===== src/rtl/reg_cmd_sequencer_pkg.sv =====
// Shared encodings for the register command sequencer: target FunSel codes,
// command opcodes and sequencer states.
`timescale 1ns/1ps
package reg_cmd_sequencer_pkg;

  typedef enum logic [2:0] {
    FS_DEC          = 3'b000,
    FS_INC          = 3'b001,
    FS_LOAD         = 3'b010,
    FS_CLR          = 3'b011,
    FS_LOADLO_CLRHI = 3'b100,
    FS_LOADLO       = 3'b101,
    FS_LOADHI       = 3'b110,
    FS_SEXT         = 3'b111
  } funsel_t;

  typedef enum logic [2:0] {
    OP_NOP        = 3'b000,
    OP_LOAD16     = 3'b001,
    OP_LOAD_BYTES = 3'b010,
    OP_CLEAR      = 3'b011,
    OP_INC_N      = 3'b100,
    OP_DEC_N      = 3'b101,
    OP_SEXT_LOAD  = 3'b110,
    OP_RSVD       = 3'b111
  } cmd_op_t;

  typedef enum logic [2:0] {
    ST_IDLE,
    ST_ISSUE,
    ST_ISSUE_HI,
    ST_REPEAT,
    ST_DONE
  } state_t;

  // Repeat ops differ only in the FunSel they hold for every strobe.
  function automatic funsel_t repeat_funsel(input cmd_op_t op);
    return (op == OP_INC_N) ? FS_INC : FS_DEC;
  endfunction

endpackage


===== src/rtl/reg_cmd_sequencer.sv =====
// Expands one register command per handshake into E/FunSel/I strobes for a
// function-select register; all outputs registered, Done pulses once per command.
`timescale 1ns/1ps
module reg_cmd_sequencer
  import reg_cmd_sequencer_pkg::*;
#(
  parameter int WIDTH = 16,
  parameter int CNT_W = 8
) (
  input  logic             Clock,
  input  logic             Reset,
  input  logic             CmdValid,
  output logic             CmdReady,
  input  logic [2:0]       CmdOp,
  input  logic [WIDTH-1:0] CmdData,
  output logic             E,
  output logic [2:0]       FunSel,
  output logic [WIDTH-1:0] I,
  output logic             Busy,
  output logic             Done
);

  state_t           state;
  cmd_op_t          op_q;
  logic [7:0]       data_hi;
  logic [CNT_W-1:0] cnt;
  logic [CNT_W-1:0] rep_n;

  assign rep_n = CmdData[CNT_W-1:0];

  always_ff @(posedge Clock) begin
    if (Reset) begin
      state    <= ST_IDLE;
      op_q     <= OP_NOP;
      data_hi  <= '0;
      cnt      <= '0;
      CmdReady <= 1'b1;
      E        <= 1'b0;
      FunSel   <= FS_DEC;
      I        <= '0;
      Busy     <= 1'b0;
      Done     <= 1'b0;
    end else begin
      case (state)
        ST_IDLE: begin
          if (CmdValid && CmdReady) begin
            op_q     <= cmd_op_t'(CmdOp);
            data_hi  <= CmdData[15:8];
            CmdReady <= 1'b0;
            Busy     <= 1'b1;
            // First strobe is presented straight from the accept edge.
            case (cmd_op_t'(CmdOp))
              OP_LOAD16: begin
                state  <= ST_ISSUE;
                E      <= 1'b1;
                FunSel <= FS_LOAD;
                I      <= CmdData;
              end
              OP_LOAD_BYTES: begin
                state  <= ST_ISSUE;
                E      <= 1'b1;
                FunSel <= FS_LOADLO_CLRHI;
                I      <= {{(WIDTH-8){1'b0}}, CmdData[7:0]};
              end
              OP_CLEAR: begin
                state  <= ST_ISSUE;
                E      <= 1'b1;
                FunSel <= FS_CLR;
                I      <= '0;
              end
              OP_SEXT_LOAD: begin
                state  <= ST_ISSUE;
                E      <= 1'b1;
                FunSel <= FS_SEXT;
                I      <= {{(WIDTH-8){1'b0}}, CmdData[7:0]};
              end
              OP_INC_N, OP_DEC_N: begin
                if (rep_n == '0) begin
                  state <= ST_DONE;
                  Done  <= 1'b1;
                end else begin
                  state  <= ST_REPEAT;
                  E      <= 1'b1;
                  FunSel <= repeat_funsel(cmd_op_t'(CmdOp));
                  I      <= '0;
                  cnt    <= rep_n - CNT_W'(1);
                end
              end
              default: begin
                state <= ST_DONE;
                Done  <= 1'b1;
              end
            endcase
          end
        end

        ST_ISSUE: begin
          if (op_q == OP_LOAD_BYTES) begin
            state  <= ST_ISSUE_HI;
            E      <= 1'b1;
            FunSel <= FS_LOADHI;
            I      <= {{(WIDTH-8){1'b0}}, data_hi};
          end else begin
            state  <= ST_DONE;
            E      <= 1'b0;
            FunSel <= FS_DEC;
            I      <= '0;
            Done   <= 1'b1;
          end
        end

        ST_ISSUE_HI: begin
          state  <= ST_DONE;
          E      <= 1'b0;
          FunSel <= FS_DEC;
          I      <= '0;
          Done   <= 1'b1;
        end

        ST_REPEAT: begin
          // cnt holds the strobes still owed after the one currently on the pins.
          if (cnt == '0) begin
            state  <= ST_DONE;
            E      <= 1'b0;
            FunSel <= FS_DEC;
            I      <= '0;
            Done   <= 1'b1;
          end else begin
            cnt <= cnt - CNT_W'(1);
          end
        end

        ST_DONE: begin
          state    <= ST_IDLE;
          Done     <= 1'b0;
          Busy     <= 1'b0;
          CmdReady <= 1'b1;
        end

        default: begin
          state    <= ST_IDLE;
          E        <= 1'b0;
          FunSel   <= FS_DEC;
          I        <= '0;
          Done     <= 1'b0;
          Busy     <= 1'b0;
          CmdReady <= 1'b1;
        end
      endcase
    end
  end

endmodule


===== config.mk =====
export PLATFORM = sky130hd
export DESIGN_NAME = reg_cmd_sequencer
export DESIGN_NICKNAME = d
export VERILOG_FILES = /design/src/rtl/reg_cmd_sequencer_pkg.sv /design/src/rtl/reg_cmd_sequencer.sv
export SDC_FILE = /design/constraint.sdc
export NUM_CORES = 1
export LEC_CHECK = 0
export ABC_AREA = 1
export CAP_MARGIN = 20
export CORE_MARGIN = 4
export CORE_UTILIZATION = 46
export CTS_CLUSTER_DIAMETER = 80
export DETAILED_ROUTE_END_ITERATION = 8
export PLACE_DENSITY_LB_ADDON = 0.05
export SLEW_MARGIN = 15
export SYNTH_ARGS = -nofsm -noshare
export SYNTH_HDL_FRONTEND = slang
export SYNTH_SLANG_ARGS = --single-unit

===== constraint.sdc =====
create_clock -name Clock -period 1.7 [get_ports Clock]
set_input_delay 0.51 -clock Clock [delete_from_list [all_inputs] [get_ports Clock]]
set_output_delay 0.51 -clock Clock [all_outputs]
set_load 0.01 [all_outputs]

After elaboration in Yosys (flattened, before gate mapping):

Index checks and enable logic that the tools add are counted.

* output and inout bits: 23
* flip-flop bits (word level): 45
* logic and storage cells: 94
* input bits: 22

* muxes and demuxes: 40
* reductions and logical operators: 17
* bitwise logic cells: 2
* add/subtract/negate cells: 2
* eq/ne operators: 23

Operator list (count)
* $pmux W16 S4: 2
* $mux W16: 3
* $mux W8: 5
* $reduce_and A5 Y1: 5
* $mux W3: 8
* $pmux W3 S4: 2
* $logic_not A8 Y1: 2
* $pmux W8 S2: 1
* $sub A8 B1 Y8 const B: 2
* $eq A3 B2 Y1 const B: 5
* $pmux W3 S5: 1
* $eq A3 B3 Y1 const B: 4
* $ne A2 B2 Y1 const B: 6
* $mux W1: 11
* $pmux W1 S2: 4
* $pmux W1 S4: 2
* $eq A3 B1 Y1 const B: 2
* $ne A3 B3 Y1 const B: 2
* $ne A6 B1 Y1 const B: 1
* $pmux W3 S2: 1
* $reduce_and A2 Y1: 3
* $ne A5 B2 Y1 const B: 1
* $reduce_or A2 Y1: 2
* $reduce_or A4 Y1: 1
* other kinds (7): 8

Logic depth before layout (Yosys ltp):

Gate-level depths: netlist of the first run.

* word-level depth: 6
* gate-level depth with buffers: 12

Worst setup path before layout of the first run:

OpenSTA, ideal clock, no wires.

* path kind: flip-flop to flip-flop
* start: reg state[2]
* end: reg cnt[6]
* cell stages (with the launch flop): 12
* path slack: 0.045 ns
* data required time: 1.583 ns
* arrival: 1.538 ns
* path through: dfxtp_1 inv_2 nand3_2 o21ai_0 inv_1 ha_1 nand2_1 nor2_2 nand2_1 nand2_1 nor2_1 nor2_1

* cells in the longest elaborated chain, start to end: 3

Ends and longest elaborated chain
* from (decl): RTL line reg_cmd_sequencer.sv:23 `state_t state;`
* from (signal assigned): RTL line reg_cmd_sequencer.sv:33 `state <= ST_IDLE;`
* from (signal assigned): RTL line reg_cmd_sequencer.sv:54 `state <= ST_ISSUE;`
* from (signal assigned): RTL line reg_cmd_sequencer.sv:60 `state <= ST_ISSUE;`
* $eq A3 B2 Y1 / $logic_not A3 Y1 (equally long branches): RTL line reg_cmd_sequencer.sv:44 `case (state)`
* $ne A2 B2 Y1 (no source line) (tied with other cells)
* $reduce_and A5 Y1 (no source line)
* to (signal assigned): RTL line reg_cmd_sequencer.sv:86 `cnt <= rep_n - CNT_W'(1);`
* to (signal assigned): RTL line reg_cmd_sequencer.sv:129 `cnt <= cnt - CNT_W'(1);`
* to (decl): RTL line reg_cmd_sequencer.sv:26 `logic [CNT_W-1:0] cnt;`

Parallel ways exist; a longest one is shown, timed or not.
A chain may end at the register's enable or synchronous reset.

Final worst setup path of the first run:

* start: in CmdOp[1]
* end: reg I[2]

* cells in the longest elaborated chain, start to end: 5

Ends and longest elaborated chain
* from (decl): RTL line reg_cmd_sequencer.sv:14 `input logic [2:0] CmdOp,`
* $eq A3 B3 Y1 / $eq A3 B2 Y1 (equally long branches): RTL line reg_cmd_sequencer.sv:52 `case (cmd_op_t'(CmdOp))`
* $reduce_or A2 Y1, on equally long branches
* $pmux W16 S4: RTL line reg_cmd_sequencer.sv:52
* $mux W16: RTL line reg_cmd_sequencer.sv:46 `if (CmdValid && CmdReady) begin`
* $pmux W16 S4: RTL line reg_cmd_sequencer.sv:44
* to (signal assigned): RTL line reg_cmd_sequencer.sv:57 `I <= CmdData;`
* to (signal assigned): RTL line reg_cmd_sequencer.sv:63 `I <= {{(WIDTH-8){1'b0}}, CmdData[7:0]};`
* to (signal assigned): RTL line reg_cmd_sequencer.sv:75 `I <= {{(WIDTH-8){1'b0}}, CmdData[7:0]};`
* to (decl): RTL line reg_cmd_sequencer.sv:18 `output logic [WIDTH-1:0] I,`

Parallel ways exist; a longest one is shown, timed or not. The select of a mux whose other input is x is not followed.

==> flow_summary.json, run 1 <==
{
  "critPathMaxFanout": 5,
  "fp.dieW_um": 78.5,
  "drc": 0,
  "finalMaxSlewViolations": 0,
  "finalSetupViolations": 0,
  "antenna_cells": 0,
  "max_freq_ghz": 0.611,
  "die_h_um": 78.5,
  "tns_ns": 0,
  "clk_latency_ns": 0.30,
  "ys_ff_latch": 45,
  "comb_power_share_pct": 35.5,
  "reg2regPathDepth": 10,
  "grt_max_degree": 39,
  "cp.required_ns": 1.91,
  "first_global_vias": 2302,
  "slew_headroom_pct": 74.5,
  "nFillCells": 404,
  "post-route-min-period_ns": 1.64,
  "wl_um": 6210,
  "syn-num-nets": 367,
  "mostFrequentLayoutCell": "nand2_1",
  "synth_compound_area_share_pct": 14.5,
  "grt_antenna_before_repair": 0,
  "worst_pin_slew_ns": 0.382,
  "clock_sinks": 45,
  "postRouteAntennaNets": 0,
  "grt_usage_pct": 21.5,
  "yosysWarnings": 0,
  "rsz0062_at_grt": "true",
  "cts_tree": "done",
  "swShare_pct": 32.3,
  "seqCellArea_um2": 906,
  "p_per_area_mw_per_mm2": 960,
  "cts_root_buf": "clkbuf_8",
  "core_mm2": 0.00475,
  "clockBufferDepth": 2,
  "multiInputGateArea_mm2": 0.00120,
  "criticalPathCategory": "input port to flip-flop",
  "cts_max_level": 2,
  "grt_pass1_wl_um": 10500,
  "utilization_pct": 72.3,
  "fin_nets": 464,
  "power_switching_mw": 1.07,
  "synth-simple-area-share_pct": 33.9,
  "worst_setup_path_end_kind": "flip-flop",
  "overflow": 0,
  "routed_via_density": 4.82,
  "final_hold_viol_count": 0,
  "r2r_setup_slack_ns": 0.08,
  "synth_top_family_by_area": "simple AND/OR/NAND/NOR gates",
  "top_level_ports": 45,
  "path_clk_slew_ns": 0.09,
  "cts_made_buffers": 5,
  "start_util_pct": 48.0,
  "area_growth_pct": 50.5,
  "wire_per_inst_um": 12.2,
  "syn_area_mm2": 0.00228,
  "finalCritPeriodShare_pct": 96.3,
  "synth-xor-area-share_pct": 0.767,
  "syn_area_per_cell_um2": 6.64,
  "dp_hpwl_um": 4270,
  "synth_mux_area_share_pct": 0,
  "maxCapViolCount": 0,
  "hold_end": "Done$_SDFFE_PP0P_",
  "r2r-start": "cnt[6]$_SDFFE_PP0P_",
  "port_buffers": 44,
  "cp-start-kind": "input port",
  "min_from": "Done$_SDFFE_PP0P_",
  "fin_skew_ns": 0.00484,
  "synth_area_leader_cell": "dfxtp_1",
  "outcome": "complete, no violations",
  "pre_cts_slack_ns": -0.466,
  "p_leak_nw": 1.86,
  "gp_congestion": 0.829,
  "ys_seq_area_share_pct": 39.5,
  "p_seq_share_pct": 39.0,
  "synth_cells": 344,
  "dieArea_mm2": 0.00616,
  "timing.rr.end": "I[2]$_SDFFE_PP0P_",
  "clockPowerShare_pct": 25.5,
  "yosysTopAreaCellShare_pct": 39.5,
  "setup_ws_ns": 0.0624,
  "ys_types": 27,
  "irDropWorstVdd_mv": 0.637,
  "arrival_ns": 1.85,
  "drt_pass1_iterations": 4,
  "synth.area.top_cells": "dfxtp_1 (39%), nand2_1 (13%), nor2_1 (10%)",
  "intPower_mw": 2.23,
  "placement_rows": 25,
  "num_vias": 2452,
  "synth_adder_area_share_pct": 0.548,
  "whs_path_depth": 2,
  "final_cell_mix": "nand2_1 (76), nor2_1 (60), buf_4 (45)",
  "hp-class": "flip-flop to flip-flop",
  "drive_gt1_share_pct": 23.1,
  "drt_iter0_drc": 131
}
cell usage after synthesis (all sizes together):
cell type / number
nand2: 90
nor2: 71
dfxtp: 45
inv: 45
o21ai: 41
a21oi: 19
buf: 9
nand3: 9
nand4: 4
nor3: 4
o22ai: 3
clkbuf: 1
ha: 1
xnor2: 1
xor2: 1
metal layers:
metal / track usage (%) / routed length [um]
met1: 27.5 / 2740
met2: 36.3 / 3020
met3: 4.13 / 355
met4: 6.99 / 96
met5: 0 / 0
per-stage QoR:
stage	std cells	area, um^2	power, mW	hold WS [ns]
3_3_place_gp	491	3100	2.33	0.435
2_1_floorplan	344	2280	1.88	0.424
4_1_cts	509	3360	3.31	0.451
5_1_grt	509	3440	3.49	0.472
6_report	509	3440	3.30	0.443
3_5_place_dp	491	3100	2.34	0.437
power groups by stage:
stage          sequential [mW]  clock, mW  combinational [mW]
6_report                  1.29      0.841                1.17
5_1_grt                   1.31      0.896                1.29
4_1_cts                   1.29      0.857                1.16
3_5_place_dp              1.31          0                1.03
3_3_place_gp              1.31          0                1.02
2_1_floorplan             1.35          0               0.524
flip-flops by register name, indices dropped and copies added (netlist names):
register	cells
data_hi	8
cnt	8
FunSel	3
CmdReady	1
state	3
E	1
I	16
Done	1
op_q	3
Busy	1
cell families after synthesis:
family / after synthesis
simple gates: 178
flops: 45
compound gates: 63
fa+ha+maj: 1
buf+inv: 55
xor+xnor: 2
critical path, stage by stage:
cell and delay (ns):
clkdlybuf4s15_1 0.24, buf_6 0.16, nor3_4 0.19, nand2_2 0.09
nand2_2 0.10, nor2_4 0.06, buf_4 0.13, buf_6 0.10
buf_4 0.12, o21ai_1 0.10, nor2_1 0.05
timing repair:
item,4_1_cts,5_1_grt
gates cloned,2,0
pin swaps,9,8
resized for setup,41,32
hold buffers,0,0
setup buffers,8,0
endpoints found under the setup margin,41,41
area by class of cell:
| class | instances | area share (%) |
|---|---|---|
| Sequential cell | 45 | 26.4 |
| Tap cell | 67 | 2.44 |
| Clock buffer | 6 | 2.11 |
| Inverter | 45 | 4.91 |
| Timing Repair Buffer | 100 | 28.0 |
| Clock inverter | 2 | 1.13 |
| Multi-Input combinational cell | 244 | 35.0 |
worst max path at each step:
stage	from	to	depth (start not counted)
floorplan	state[2]$_SDFFE_PP0P_	cnt[6]$_SDFFE_PP0P_	11
global placement	CmdOp[0]	I[9]$_SDFFE_PP0P_	11
detailed placement	CmdOp[2]	I[13]$_SDFFE_PP0P_	11
CTS	I[11]$_SDFFE_PP0P_	I[11]	1
global route	state[2]$_SDFFE_PP0P_	cnt[4]$_SDFFE_PP0P_	10
finish	CmdOp[1]	I[2]$_SDFFE_PP0P_	11
(Power assumes the default switching activity.)
==> run 2: changes to the inputs <==
- ABC_AREA: 1 -> default
==> run 2 against run 1 <==
  * The run now ends with negative setup slack left
  * Area after synthesis down 2.8%
  * Sequential cell count did not move
  * Combinational power decreased by 22%
  * Die area down 2.5%
  * Register-to-register slack worse by 0.35 ns
  * First-iteration DRC count grew 23%
  * Via count rose by 0.12%
  * Setup slack got worse by 0.53 ns
  * Global-route usage rose by 1.8 points
==> flow_summary.json, run 2 <==
{
  "outcome": "finished, violations left",
  "violations": "negative setup slack",
  "cp.required_ns": 1.90,
  "syn-num-nets": 307,
  "yosysTopAreaCellShare_pct": 40.6,
  "cts_root_buf": "clkbuf_8",
  "cts_tree": "done",
  "gp_congestion": 0.883,
  "p_seq_share_pct": 41.1,
  "drt_pass1_iterations": 4,
  "ys_async_sr_fraction_pct": 0,
  "worst_setup_path_end_kind": "flip-flop",
  "drive_gt1_share_pct": 34.9,
  "comb_power_share_pct": 31.2,
  "final_cell_mix": "buf_4 (59), dfxtp_1 (45), nand2_1 (33)",
  "cts_made_buffers": 5,
  "largest_reg_flops": 16,
  "ys.flop_type": "dfxtp_1",
  "post-route-min-period_ns": 2.16,
  "cp-start-kind": "input port",
  "max_freq_ghz": 0.462,
  "nFillCells": 340,
  "syn_area_mm2": 0.00222,
  "finalSetupViolations": 32,
  "grt_antenna_before_repair": 0,
  "synth-edff-count": 0,
  "postRouteAntennaNets": 0,
  "dieArea_mm2": 0.00600,
  "wl_um": 6930,
  "rsz0062_at_grt": "true",
  "worst_pin_slew_ns": 0.500,
  "maxCapViolCount": 0,
  "drc": 0,
  "finalCritPeriodShare_pct": 127,
  "hold_buffers": 0,
  "arrival_ns": 2.37,
  "core_mm2": 0.00469,
  "port_buffers": 44,
  "clockPowerShare_pct": 27.7,
  "ys_seq_area_share_pct": 40.6,
  "yosys-top-cells-count": "dfxtp_1 (45), nand2_1 (36), nor2_1 (34)",
  "syn_area_per_cell_um2": 7.82,
  "top_level_ports": 45,
  "synth.area.top_cells": "dfxtp_1 (41%), nand2_1 (6.1%), nor2_1 (5.7%)",
  "die_h_um": 77.5,
  "start_util_pct": 47.3,
  "power_switching_mw": 0.884,
  "grt_use_met1_pct": 30.1,
  "yosysMostFrequentCell": "dfxtp_1",
  "irDropWorstVdd_mv": 0.563,
  "utilization_pct": 76.8,
  "final_hold_viol_count": 0,
  "routed_via_density": 5.57,
  "swShare_pct": 30.1,
  "yosysWarnings": 0,
  "largest_register": "I",
  "p_leak_nw": 1.71,
  "setup_ws_ns": -0.464,
  "grt_pass1_wl_um": 11200,
  "critPathMaxFanout": 3,
  "fp.dieW_um": 77.5,
  "intPower_mw": 2.05,
  "hold-worst-slack_ns": 0.452,
  "grt_util_met3_pct": 4.29,
  "area_growth_pct": 62.3,
  "hp-class": "flip-flop to flip-flop",
  "clockBufferDepth": 2,
  "reg_top3": "I x16, cnt x8, data_hi x8",
  "clk_latency_ns": 0.30,
  "criticalPathCategory": "input port to flip-flop",
  "fin_nets": 409,
  "synth_area_leader_cell": "dfxtp_1",
  "drt_iter0_drc": 161,
  "grt_max_degree": 28,
  "path_clk_slew_ns": 0.09,
  "placement_rows": 25,
  "mostFrequentLayoutCell": "buf_4",
  "wire_per_inst_um": 15.7,
  "ys_ff_latch": 45,
  "fin_skew_ns": 0.00773,
  "clock_sinks": 45,
  "slew_headroom_pct": 66.6,
  "finalMaxSlewViolations": 0,
  "first_global_vias": 2409,
  "synth_cells": 284,
  "num_vias": 2455,
  "grt_usage_pct": 23.3,
  "met2_usage_pct": 39.2,
  "overflow": 0,
  "ys_types": 46,
  "antenna_cells": 0,
  "p_per_area_mw_per_mm2": 814,
  "dp_hpwl_um": 4690,
  "grt_busiest_layer": "met2",
  "cts_max_level": 2
}
-- run 2: final cells by class --
| cell class | instances | area (um^2) | area share, % |
|---|---|---|---|
| Multi-Input combinational cell | 216 | 1470 | 40.7 |
| Clock inverter | 2 | 38.8 | 1.08 |
| Timing Repair Buffer | 113 | 1040 | 28.8 |
| Inverter | 5 | 18.8 | 0.521 |
| Tap cell | 54 | 67.6 | 1.88 |
| Sequential cell | 45 | 901 | 25.0 |
| Clock buffer | 6 | 72.6 | 2.01 |
-- run 2: timing repair --
action | 4_1_cts | 5_1_grt
cloned | 2 | 1
pin swaps | 8 | 22
setup buffers | 9 | 2
gates resized for setup | 56 | 68
endpoints found under the setup margin | 41 | 46
endpoints found under the hold margin | 0 | 0
-- run 2: metrics by stage --
step | instance area (um^2) | total power, mW | TNS, ns | instances | setup slack [ns]
after floorplan | 2220 | 1.56 | -12.55 | 284 | -0.636
after global placement | 3130 | 1.95 | -33.11 | 422 | -1.10
after detailed placement | 3130 | 1.96 | -34.46 | 422 | -1.14
after CTS | 3400 | 2.87 | -13.08 | 441 | -0.512
after global routing | 3600 | 3.08 | -13.44 | 441 | -0.502
final | 3600 | 2.93 | -11.86 | 441 | -0.464
-- run 2: cell families after synthesis --
logic type / share of synthesized area [%]
simple gates: 26.7
xor+xnor: 0.395
flops: 40.6
mux: 1.86
compound gates: 25.8
buf+inv: 4.06
fa+ha+maj: 0.564
-- run 2: final timing paths --
path / from / to / slack, ns / cells after the start
worst max-delay path: CmdData[2] / cnt[6]$_SDFFE_PP0P_ / -0.46 / 7
worst min-delay path: Done$_SDFFE_PP0P_ / Done$_SDFFE_PP0P_ / 0.45 / 1
worst max register to register: state[2]$_SDFFE_PP0P_ / cnt[4]$_SDFFE_PP0P_ / -0.27 / 8
worst min register to register: Done$_SDFFE_PP0P_ / Done$_SDFFE_PP0P_ / 0.45 / 1
-- run 2: power groups by stage --
stage	sequential (mW)	clock [mW]	combinational, mW
floorplan	1.25	0	0.314
global placement	1.22	0	0.733
detailed placement	1.22	0	0.737
CTS	1.19	0.826	0.853
global route	1.22	0.876	0.987
finish	1.20	0.813	0.915
-- run 2: per-layer routing --
metal  wire [um]  up-vias  part of all wire (%)
li1            -     1225                     -
met1        3150     1156                    45
met2        3360       64                    48
met3         329       10                   4.7
met4          93        0                   1.3
met5           0        -                     0
-- run 2: critical path, stage by stage --
cell      delay, ns
buf_6          0.09
or4_4          0.55
or4b_4         0.54
a31o_4         0.25
o221ai_2       0.16
nand2_1        0.08
a31o_1         0.18
